===== config.mk =====
export PLATFORM = sky130hd
export DESIGN_NAME = decode_stage_flat
export DESIGN_NICKNAME = d
export VERILOG_FILES = /design/src/rtl/decode_pkg.sv /design/src/rtl/decode_stage_if.sv /design/src/rtl/decode_logic.sv /design/src/rtl/decode_stage.sv /design/src/flat_wrapper.sv
export SDC_FILE = /design/constraint.sdc
export NUM_CORES = 1
export LEC_CHECK = 0
export ABC_AREA = 1
export BUFFER_PORTS_ARGS = -buffer_cell sky130_fd_sc_hd__buf_2
export CAP_MARGIN = 20
export CORE_MARGIN = 1
export CORE_UTILIZATION = 45
export DETAILED_ROUTE_END_ITERATION = 6
export PLACE_DENSITY = 0.65
export SLEW_MARGIN = 20
export SYNTH_ARGS = -nofsm -noshare
export SYNTH_HDL_FRONTEND = slang
export SYNTH_SLANG_ARGS = --single-unit

===== constraint.sdc =====
create_clock -name clk -period 4.7 [get_ports clk]
set_input_delay 0.235 -clock clk [delete_from_list [all_inputs] [get_ports clk]]
set_output_delay 0.235 -clock clk [all_outputs]
set_load 0.01 [all_outputs]

===== src/rtl/decode_pkg.sv =====
// Shared opcode encodings, memory-size codes and the decoded payload record
// used by the decode stage and its combinational decoder.
package decode_pkg;

    localparam logic [6:0] OP        = 7'b0110011;
    localparam logic [6:0] OP_32     = 7'b0111011;
    localparam logic [6:0] OP_IMM    = 7'b0010011;
    localparam logic [6:0] OP_IMM_32 = 7'b0011011;
    localparam logic [6:0] LOAD      = 7'b0000011;
    localparam logic [6:0] STORE     = 7'b0100011;
    localparam logic [6:0] BRANCH    = 7'b1100011;
    localparam logic [6:0] JAL       = 7'b1101111;
    localparam logic [6:0] JALR      = 7'b1100111;
    localparam logic [6:0] LUI       = 7'b0110111;
    localparam logic [6:0] AUIPC     = 7'b0010111;
    localparam logic [6:0] SYSTEM    = 7'b1110011;

    localparam logic [1:0] MEM_BYTE   = 2'd0;
    localparam logic [1:0] MEM_HALF   = 2'd1;
    localparam logic [1:0] MEM_WORD   = 2'd2;
    localparam logic [1:0] MEM_DOUBLE = 2'd3;

    // imm is held at the widest datapath; narrower stages use the low bits
    typedef struct packed {
        logic [6:0]  alu_op;
        logic [2:0]  func3;
        logic [6:0]  func7;
        logic [63:0] imm;
        logic [4:0]  rs1;
        logic [4:0]  rs2;
        logic [4:0]  rd;
        logic        alu_src;
        logic        pc_src;
        logic        mem_read;
        logic        mem_write;
        logic [1:0]  mem_size;
        logic        mem_unsigned;
        logic        reg_write;
        logic        mem_to_reg;
        logic        branch;
        logic        jump;
        logic        illegal;
    } decoded_t;

    function automatic logic [63:0] sext32(input logic [31:0] v);
        return {{32{v[31]}}, v};
    endfunction

endpackage


===== src/rtl/decode_stage_if.sv =====
// Fetch-side and execute-side handshake/payload bundle of the decode stage.
interface decode_stage_if #(
    parameter int XLEN            = 64,
    parameter int INSTR_WIDTH     = 32,
    parameter int ALU_OP_WIDTH    = 7,
    parameter int ALU_FUNC3_WIDTH = 3,
    parameter int ALU_FUNC7_WIDTH = 7,
    parameter int REG_ID_WIDTH    = 5
);
    logic                       in_valid;
    logic                       in_ready;
    logic [INSTR_WIDTH-1:0]     in_instr;
    logic [XLEN-1:0]            in_pc;
    logic                       out_valid;
    logic                       out_ready;
    logic [XLEN-1:0]            out_pc;
    logic [ALU_OP_WIDTH-1:0]    alu_op;
    logic [ALU_FUNC3_WIDTH-1:0] func3;
    logic [ALU_FUNC7_WIDTH-1:0] func7;
    logic [XLEN-1:0]            imm;
    logic [REG_ID_WIDTH-1:0]    rs1;
    logic [REG_ID_WIDTH-1:0]    rs2;
    logic [REG_ID_WIDTH-1:0]    rd;
    logic                       alu_src;
    logic                       pc_src;
    logic                       mem_read;
    logic                       mem_write;
    logic [1:0]                 mem_size;
    logic                       mem_unsigned;
    logic                       reg_write;
    logic                       mem_to_reg;
    logic                       branch;
    logic                       jump;
    logic                       illegal;

    modport slave (
        input  in_valid, in_instr, in_pc, out_ready,
        output in_ready, out_valid, out_pc, alu_op, func3, func7, imm, rs1, rs2, rd,
               alu_src, pc_src, mem_read, mem_write, mem_size, mem_unsigned,
               reg_write, mem_to_reg, branch, jump, illegal
    );

    modport master (
        output in_valid, in_instr, in_pc, out_ready,
        input  in_ready, out_valid, out_pc, alu_op, func3, func7, imm, rs1, rs2, rd,
               alu_src, pc_src, mem_read, mem_write, mem_size, mem_unsigned,
               reg_write, mem_to_reg, branch, jump, illegal
    );
endinterface


===== src/rtl/decode_logic.sv =====
// Purely combinational RV32/RV64 instruction decoder: instruction word to
// register IDs, sign-extended immediate, func fields and control flags.
module decode_logic
    import decode_pkg::*;
#(
    parameter int XLEN = 64
) (
    input  logic [31:0] instr,
    output decoded_t    dec
);
    localparam bit RV64 = (XLEN == 64);

    logic [6:0]  opcode_s;
    logic [2:0]  f3_s;
    logic [4:0]  rd_s;
    logic [4:0]  rs1_s;
    logic [4:0]  rs2_s;
    logic [63:0] imm_i_s;
    logic [63:0] imm_s_s;
    logic [63:0] imm_b_s;
    logic [63:0] imm_u_s;
    logic [63:0] imm_j_s;
    logic        is_shift_s;
    logic        bad_s;
    decoded_t    raw_s;

    assign opcode_s   = instr[6:0];
    assign f3_s       = instr[14:12];
    assign rd_s       = instr[11:7];
    assign rs1_s      = instr[19:15];
    assign rs2_s      = instr[24:20];
    assign is_shift_s = (f3_s[1:0] == 2'b01);
    assign imm_i_s    = sext32({{20{instr[31]}}, instr[31:20]});
    assign imm_s_s    = sext32({{20{instr[31]}}, instr[31:25], instr[11:7]});
    assign imm_b_s    = sext32({{19{instr[31]}}, instr[31], instr[7], instr[30:25], instr[11:8], 1'b0});
    assign imm_u_s    = sext32({instr[31:12], 12'h000});
    assign imm_j_s    = sext32({{11{instr[31]}}, instr[31], instr[19:12], instr[20], instr[30:21], 1'b0});

    // Per-opcode field extraction, raw control flags and legality
    always_comb begin
        raw_s        = '0;
        bad_s        = 1'b0;
        raw_s.alu_op = opcode_s;
        case (opcode_s)
            OP, OP_32: begin
                {raw_s.rd, raw_s.rs1, raw_s.rs2} = {rd_s, rs1_s, rs2_s};
                raw_s.func3      = f3_s;
                raw_s.func7      = instr[31:25];
                raw_s.reg_write  = 1'b1;
                raw_s.mem_to_reg = 1'b1;
                bad_s            = (opcode_s == OP_32) && !RV64;
            end
            OP_IMM, OP_IMM_32: begin
                {raw_s.rd, raw_s.rs1} = {rd_s, rs1_s};
                raw_s.func3      = f3_s;
                raw_s.imm        = imm_i_s;
                raw_s.alu_src    = 1'b1;
                raw_s.reg_write  = 1'b1;
                raw_s.mem_to_reg = 1'b1;
                // 64-bit OP-IMM shifts borrow instr[25] as shamt[5]
                if (!is_shift_s) begin
                    raw_s.func7 = 7'd0;
                end else if (RV64 && (opcode_s == OP_IMM)) begin
                    raw_s.func7 = {instr[31:26], 1'b0};
                end else begin
                    raw_s.func7 = instr[31:25];
                end
                bad_s = !RV64 && ((opcode_s == OP_IMM_32) || (is_shift_s && instr[25]));
            end
            LOAD: begin
                {raw_s.rd, raw_s.rs1} = {rd_s, rs1_s};
                raw_s.func3        = f3_s;
                raw_s.imm          = imm_i_s;
                raw_s.alu_src      = 1'b1;
                raw_s.mem_read     = 1'b1;
                raw_s.reg_write    = 1'b1;
                raw_s.mem_size     = f3_s[1:0];
                raw_s.mem_unsigned = f3_s[2];
                bad_s = (f3_s == 3'b111) || (!RV64 && ((f3_s == 3'b011) || (f3_s == 3'b110)));
            end
            STORE: begin
                {raw_s.rs1, raw_s.rs2} = {rs1_s, rs2_s};
                raw_s.func3     = f3_s;
                raw_s.imm       = imm_s_s;
                raw_s.alu_src   = 1'b1;
                raw_s.mem_write = 1'b1;
                raw_s.mem_size  = f3_s[1:0];
                bad_s = f3_s[2] || (!RV64 && (f3_s == 3'b011));
            end
            BRANCH: begin
                {raw_s.rs1, raw_s.rs2} = {rs1_s, rs2_s};
                raw_s.func3  = f3_s;
                raw_s.imm    = imm_b_s;
                raw_s.branch = 1'b1;
                bad_s        = (f3_s[2:1] == 2'b01);
            end
            JAL: begin
                raw_s.rd         = rd_s;
                raw_s.imm        = imm_j_s;
                raw_s.alu_src    = 1'b1;
                raw_s.pc_src     = 1'b1;
                raw_s.jump       = 1'b1;
                raw_s.reg_write  = 1'b1;
                raw_s.mem_to_reg = 1'b1;
            end
            JALR: begin
                {raw_s.rd, raw_s.rs1} = {rd_s, rs1_s};
                raw_s.func3      = f3_s;
                raw_s.imm        = imm_i_s;
                raw_s.alu_src    = 1'b1;
                raw_s.jump       = 1'b1;
                raw_s.reg_write  = 1'b1;
                raw_s.mem_to_reg = 1'b1;
            end
            LUI, AUIPC: begin
                raw_s.rd         = rd_s;
                raw_s.imm        = imm_u_s;
                raw_s.alu_src    = 1'b1;
                raw_s.pc_src     = (opcode_s == AUIPC);
                raw_s.reg_write  = 1'b1;
                raw_s.mem_to_reg = 1'b1;
            end
            SYSTEM: begin
                {raw_s.rd, raw_s.rs1} = {rd_s, rs1_s};
                raw_s.func3      = f3_s;
                raw_s.imm        = imm_i_s;
                raw_s.alu_src    = 1'b1;
                raw_s.reg_write  = (f3_s != 3'b000);
                raw_s.mem_to_reg = 1'b1;
            end
            default: begin
                bad_s = 1'b1;
            end
        endcase
    end

    // Suppress architectural side effects of illegal encodings and x0 writes
    always_comb begin
        dec           = raw_s;
        dec.illegal   = bad_s;
        dec.reg_write = raw_s.reg_write && (raw_s.rd != 5'd0) && !bad_s;
        dec.mem_read  = raw_s.mem_read && !bad_s;
        dec.mem_write = raw_s.mem_write && !bad_s;
        dec.branch    = raw_s.branch && !bad_s;
        dec.jump      = raw_s.jump && !bad_s;
    end

endmodule


===== src/rtl/decode_stage.sv =====
// Registered decode stage: combinational decode feeding a 2-entry skid buffer
// so upstream ready never depends on downstream ready.
module decode_stage
    import decode_pkg::*;
#(
    parameter int XLEN            = 64,
    parameter int INSTR_WIDTH     = 32,
    parameter int ALU_OP_WIDTH    = 7,
    parameter int ALU_FUNC3_WIDTH = 3,
    parameter int ALU_FUNC7_WIDTH = 7,
    parameter int REG_ID_WIDTH    = 5
) (
    input  logic           clk,
    input  logic           rst_n,
    input  logic           flush,
    decode_stage_if.slave  bus
);
    decoded_t        dec_s;
    decoded_t        head_r;
    decoded_t        tail_r;
    logic [XLEN-1:0] head_pc_r;
    logic [XLEN-1:0] tail_pc_r;
    logic [1:0]      count_r;
    logic            push_s;
    logic            pop_s;

    decode_logic #(.XLEN(XLEN)) u_decode (
        .instr (bus.in_instr[31:0]),
        .dec   (dec_s)
    );

    assign bus.in_ready  = rst_n && !flush && (count_r != 2'd2);
    assign bus.out_valid = !flush && (count_r != 2'd0);
    assign push_s        = bus.in_valid && bus.in_ready;
    assign pop_s         = bus.out_valid && bus.out_ready;

    // Skid buffer: head is always the oldest entry; tail only holds the second
    always_ff @(posedge clk) begin
        if (!rst_n) begin
            count_r   <= 2'd0;
            head_r    <= '0;
            tail_r    <= '0;
            head_pc_r <= '0;
            tail_pc_r <= '0;
        end else if (flush) begin
            count_r <= 2'd0;
        end else begin
            case ({push_s, pop_s})
                2'b10: begin
                    if (count_r == 2'd0) begin
                        head_r    <= dec_s;
                        head_pc_r <= bus.in_pc;
                    end else begin
                        tail_r    <= dec_s;
                        tail_pc_r <= bus.in_pc;
                    end
                    count_r <= count_r + 2'd1;
                end
                2'b01: begin
                    head_r    <= tail_r;
                    head_pc_r <= tail_pc_r;
                    count_r   <= count_r - 2'd1;
                end
                // Both handshakes only coincide at count 1: new entry replaces head
                2'b11: begin
                    head_r    <= dec_s;
                    head_pc_r <= bus.in_pc;
                end
                default: begin
                    count_r <= count_r;
                end
            endcase
        end
    end

    assign bus.out_pc       = head_pc_r;
    assign bus.alu_op       = head_r.alu_op;
    assign bus.func3        = head_r.func3;
    assign bus.func7        = head_r.func7;
    assign bus.imm          = head_r.imm[XLEN-1:0];
    assign bus.rs1          = head_r.rs1;
    assign bus.rs2          = head_r.rs2;
    assign bus.rd           = head_r.rd;
    assign bus.alu_src      = head_r.alu_src;
    assign bus.pc_src       = head_r.pc_src;
    assign bus.mem_read     = head_r.mem_read;
    assign bus.mem_write    = head_r.mem_write;
    assign bus.mem_size     = head_r.mem_size;
    assign bus.mem_unsigned = head_r.mem_unsigned;
    assign bus.reg_write    = head_r.reg_write;
    assign bus.mem_to_reg   = head_r.mem_to_reg;
    assign bus.branch       = head_r.branch;
    assign bus.jump         = head_r.jump;
    assign bus.illegal      = head_r.illegal;

endmodule


===== src/flat_wrapper.sv =====
// flat-port wrapper written by rule: the top's interface ports become plain ports
module decode_stage_flat import decode_pkg::*;
#(
    parameter int XLEN            = 64,
    parameter int INSTR_WIDTH     = 32,
    parameter int ALU_OP_WIDTH    = 7,
    parameter int ALU_FUNC3_WIDTH = 3,
    parameter int ALU_FUNC7_WIDTH = 7,
    parameter int REG_ID_WIDTH    = 5
)
  (clk, rst_n, flush, bus_in_valid, bus_in_instr, bus_in_pc, bus_out_ready, bus_in_ready, bus_out_valid, bus_out_pc, bus_alu_op, bus_func3, bus_func7, bus_imm, bus_rs1, bus_rs2, bus_rd, bus_alu_src, bus_pc_src, bus_mem_read, bus_mem_write, bus_mem_size, bus_mem_unsigned, bus_reg_write, bus_mem_to_reg, bus_branch, bus_jump, bus_illegal);
  decode_stage_if #(.XLEN(XLEN), .INSTR_WIDTH(INSTR_WIDTH), .ALU_OP_WIDTH(ALU_OP_WIDTH), .ALU_FUNC3_WIDTH(ALU_FUNC3_WIDTH), .ALU_FUNC7_WIDTH(ALU_FUNC7_WIDTH), .REG_ID_WIDTH(REG_ID_WIDTH)) bus_i ();
  input  logic clk;
  input  logic rst_n;
  input  logic flush;
  input wire logic [$bits(bus_i.in_valid)-1:0] bus_in_valid;
  input wire logic [$bits(bus_i.in_instr)-1:0] bus_in_instr;
  input wire logic [$bits(bus_i.in_pc)-1:0] bus_in_pc;
  input wire logic [$bits(bus_i.out_ready)-1:0] bus_out_ready;
  output wire logic [$bits(bus_i.in_ready)-1:0] bus_in_ready;
  output wire logic [$bits(bus_i.out_valid)-1:0] bus_out_valid;
  output wire logic [$bits(bus_i.out_pc)-1:0] bus_out_pc;
  output wire logic [$bits(bus_i.alu_op)-1:0] bus_alu_op;
  output wire logic [$bits(bus_i.func3)-1:0] bus_func3;
  output wire logic [$bits(bus_i.func7)-1:0] bus_func7;
  output wire logic [$bits(bus_i.imm)-1:0] bus_imm;
  output wire logic [$bits(bus_i.rs1)-1:0] bus_rs1;
  output wire logic [$bits(bus_i.rs2)-1:0] bus_rs2;
  output wire logic [$bits(bus_i.rd)-1:0] bus_rd;
  output wire logic [$bits(bus_i.alu_src)-1:0] bus_alu_src;
  output wire logic [$bits(bus_i.pc_src)-1:0] bus_pc_src;
  output wire logic [$bits(bus_i.mem_read)-1:0] bus_mem_read;
  output wire logic [$bits(bus_i.mem_write)-1:0] bus_mem_write;
  output wire logic [$bits(bus_i.mem_size)-1:0] bus_mem_size;
  output wire logic [$bits(bus_i.mem_unsigned)-1:0] bus_mem_unsigned;
  output wire logic [$bits(bus_i.reg_write)-1:0] bus_reg_write;
  output wire logic [$bits(bus_i.mem_to_reg)-1:0] bus_mem_to_reg;
  output wire logic [$bits(bus_i.branch)-1:0] bus_branch;
  output wire logic [$bits(bus_i.jump)-1:0] bus_jump;
  output wire logic [$bits(bus_i.illegal)-1:0] bus_illegal;
  assign bus_i.in_valid = bus_in_valid;
  assign bus_i.in_instr = bus_in_instr;
  assign bus_i.in_pc = bus_in_pc;
  assign bus_i.out_ready = bus_out_ready;
  assign bus_in_ready = bus_i.in_ready;
  assign bus_out_valid = bus_i.out_valid;
  assign bus_out_pc = bus_i.out_pc;
  assign bus_alu_op = bus_i.alu_op;
  assign bus_func3 = bus_i.func3;
  assign bus_func7 = bus_i.func7;
  assign bus_imm = bus_i.imm;
  assign bus_rs1 = bus_i.rs1;
  assign bus_rs2 = bus_i.rs2;
  assign bus_rd = bus_i.rd;
  assign bus_alu_src = bus_i.alu_src;
  assign bus_pc_src = bus_i.pc_src;
  assign bus_mem_read = bus_i.mem_read;
  assign bus_mem_write = bus_i.mem_write;
  assign bus_mem_size = bus_i.mem_size;
  assign bus_mem_unsigned = bus_i.mem_unsigned;
  assign bus_reg_write = bus_i.reg_write;
  assign bus_mem_to_reg = bus_i.mem_to_reg;
  assign bus_branch = bus_i.branch;
  assign bus_jump = bus_i.jump;
  assign bus_illegal = bus_i.illegal;
  decode_stage #(.XLEN(XLEN), .INSTR_WIDTH(INSTR_WIDTH), .ALU_OP_WIDTH(ALU_OP_WIDTH), .ALU_FUNC3_WIDTH(ALU_FUNC3_WIDTH), .ALU_FUNC7_WIDTH(ALU_FUNC7_WIDTH), .REG_ID_WIDTH(REG_ID_WIDTH)) u_core (.clk(clk), .rst_n(rst_n), .flush(flush), .bus(bus_i));
endmodule

==> impl_metrics.ini <==
[run_status]
outcome = completed

[floorplan]
num_rows = 59
core_area_um2 = 26400
dieWidth_um = 167
start_util_pct = 46.3
die_height_um = 167
io_pins = 275
die_area_um2 = 27800

[yosys]
synth-seq-cells = 282
synthDistinctLibCells = 39
yosys.area.top_type_share_pct = 46.3
syn_area_per_cell_um2 = 7.31
synth_area_leaders = dfxtp_1 (46%), o21ai_0 (10%), nand2_1 (9.2%)
synth_cells = 1669
yosysSeqAreaShare_pct = 46.3
syn-num-nets = 1773
synth_top_area_cell = dfxtp_1
synth.cell_area_um2 = 12200
yosys_warnings = 0

[pwr]
power.density_nw_per_um2 = 342
p_leak_uw = 0.00731
power.total_uw = 5160
vdd_drop_max_v = 0.000265

[critical_path]
crit_fanout = 102
crit_path_max_incr_delay_ns = 0.75
critPathArrivalTime_ns = 3.63
cp_top_family = buffers and inverters
criticalPathCategory = reg2reg
crit_required_ns = 5.18
path_cells = inv_2, nand2_1, nand2_1, inv_1, nand2_1, ha_1, nand2_1, nand2_1, nor2_4, buf_4, buf_4, o21ai_0, a31oi_1
crit_path_frequent_cell = nand2_1
start_kind = flip-flop
worstSetupEndpointType = flip-flop
crit_buf_inv = 4
critPathSlowestCell = buf_4

[cells_and_area]
fillers = 2479
largest-register = u_core.tail_r
drive_gt1_share_pct = 21.1
largest_reg_flops = 76
syn_to_final_growth_pct = 23.8
nets = 2008
regArea_um2 = 5650
multi_input_area_um2 = 5410

[sta]
slew_headroom_pct = 34.7
tns_ns = 0
period_share_pct = 67.0
finalCriticalPeriod_ns = 3.15
finalClockSkew_ns = 0.0106
worstMarginPinSlew_ns = 0.979
rsz0062_at_grt = false
finalSetupViolCount = 0
fmax_mhz = 318
hold_viol = 0
drv_slew = 0

[cts]
clock_path_buffers = 3
cts-root-buf = clkbuf_16
htreeDepth = 1
numCtsBuffers = 31
post_cts_resized = 0
cts_tree = built
cts.sinks = 282
clk_pin_slew_ns = 0.06
clock_latency_ns = 0.55

[routing]
routed_wl_mm = 35.0
drtIter0Drc = 867
vias_per_cell = 5.26
dr.pass1.iters = 5
drt-wirelength-per-cell_um = 15.5
ant_nets = 0
drc = 0
vias = 11900

[global_routing]
first_global_vias = 11000
grt_overflow = 0
use_met1_pct = 33.1
gr-usage-met3_pct = 5.01
track_usage_pct = 24.6
top_usage_layer = met2
grt_antenna_before_repair = 2
grt_first_pass_wirelength_mm = 56.8
grt_start_max_net_pins = 157
use_met2_pct = 40.0

[place]
portBuffers = 274
dp_hpwl_mm = 21.1
gp_congestion = 0.869

[hold_path]
hold_class = in2reg

[run]
max_cap_violations = 0
==> cells by family (layout without fill, tap and decap cells) <==
group | Yosys count | count (layout) | synth area share, %
adders and majority gates | 3 | 3 | 0.308
and+or+nand+nor | 597 | 597 | 20.3
DFF | 282 | 282 | 46.3
other | 0 | 2 | 0
buffers and inverters | 260 | 518 | 9.55
AOI/OAI and AO/OA | 526 | 526 | 23.5
xor gates and xnor gates | 1 | 1 | 0.0718
==> per-layer routing <==
layer	up-vias	routed length, um
met4	0	698
met2	381	16000
met5	-	0
met3	49	2420
met1	5542	15900
li1	5936	-
==> Yosys cell counts (all sizes together) <==
cell type and n:
buf 65, xnor2 1, o21ai 254, nand3 20
nand2 314, a31oi 71, o22ai 5, dfxtp 282
nor2 254, nand4 3, o211ai 17, nor3 6
clkinv 1, o31ai 3, inv 102, clkbuf 92
a21o 1, ha 3, a21oi 161, o21bai 14
==> cell usage in the layout, fill, tap and decap left out, drive strengths merged, types with 5 or more instances in the layout <==
cell type | synthesis | final
nand2 | 314 | 314
buf | 65 | 286
dfxtp | 282 | 282
nor2 | 254 | 254
o21ai | 254 | 254
a21oi | 161 | 161
inv | 102 | 102
dlygate4sd3 | 0 | 73
a31oi | 71 | 71
clkbuf | 92 | 46
nand3 | 20 | 20
o211ai | 17 | 17
o21bai | 14 | 14
clkinv | 1 | 10
nor3 | 6 | 6
o22ai | 5 | 5
==> worst register-to-register path: cells and delay by family, from the launching register on <==
kind	cells	cell delay (ns)
buffers and inverters	4	1.56
AND/OR/NAND/NOR	6	0.52
AO/OA/AOI/OAI	2	0.41
flip-flops	1	0.37
adder cells (fa/ha/maj)	1	0.21
==> area by class of cell <==
class                           instances  share of cell area, %
Sequential cell                       282                   37.4
Timing Repair Buffer                  359                   14.8
Antenna cell                            2                 0.0331
Inverter                              103                   2.62
Clock inverter                         10                  0.373
Tap cell                              335                   2.78
Multi-Input combinational cell       1127                   35.8
Clock buffer                           46                   6.17
==> what timing repair did <==
| action | in CTS | in global routing |
|---|---|---|
| setup buffers | 0 | 0 |
| endpoints found under the hold margin | 140 | 0 |
| hold buffers | 73 | 0 |
==> power breakdown <==
group / switching, uW / total [uW] / internal, uW
Sequential: 22.2 / 2450 / 2430
Clock: 979 / 2340 / 1360
Combinational: 220 / 370 / 150
==> worst paths after layout <==
kind                                   start                           endpoint  slack, ns  cells after the start
max           u_core.count_r[0]$_SDFFE_PP0P_  u_core.bus.out_pc[5]$_SDFFE_PN0P_       1.55                     13
min                          bus_in_instr[2]  u_core.bus.alu_op[2]$_SDFFE_PN0P_       0.02                      3
max reg2reg   u_core.count_r[0]$_SDFFE_PP0P_  u_core.bus.out_pc[5]$_SDFFE_PN0P_       1.55                     13
min reg2reg  u_core.bus.imm[26]$_SDFFE_PN0P_    u_core.bus.imm[26]$_SDFFE_PN0P_       0.46                      2
==> through the flow <==
stage               area, um^2  util, %  hold slack (ns)  setup WS [ns]  instances
floorplan                12200        -            0.370           2.53       1669
detailed placement       13400     50.8            0.452           1.16       2133
finish                   15100     57.3           0.0235           1.55       2264
global placement         13400     50.8            0.451           1.26       2133
global route             15100     57.3           0.0316           1.12       2262
CTS                      15100     57.3          0.00447           1.53       2262
Note: power is estimated with default switching activity, not from simulation.
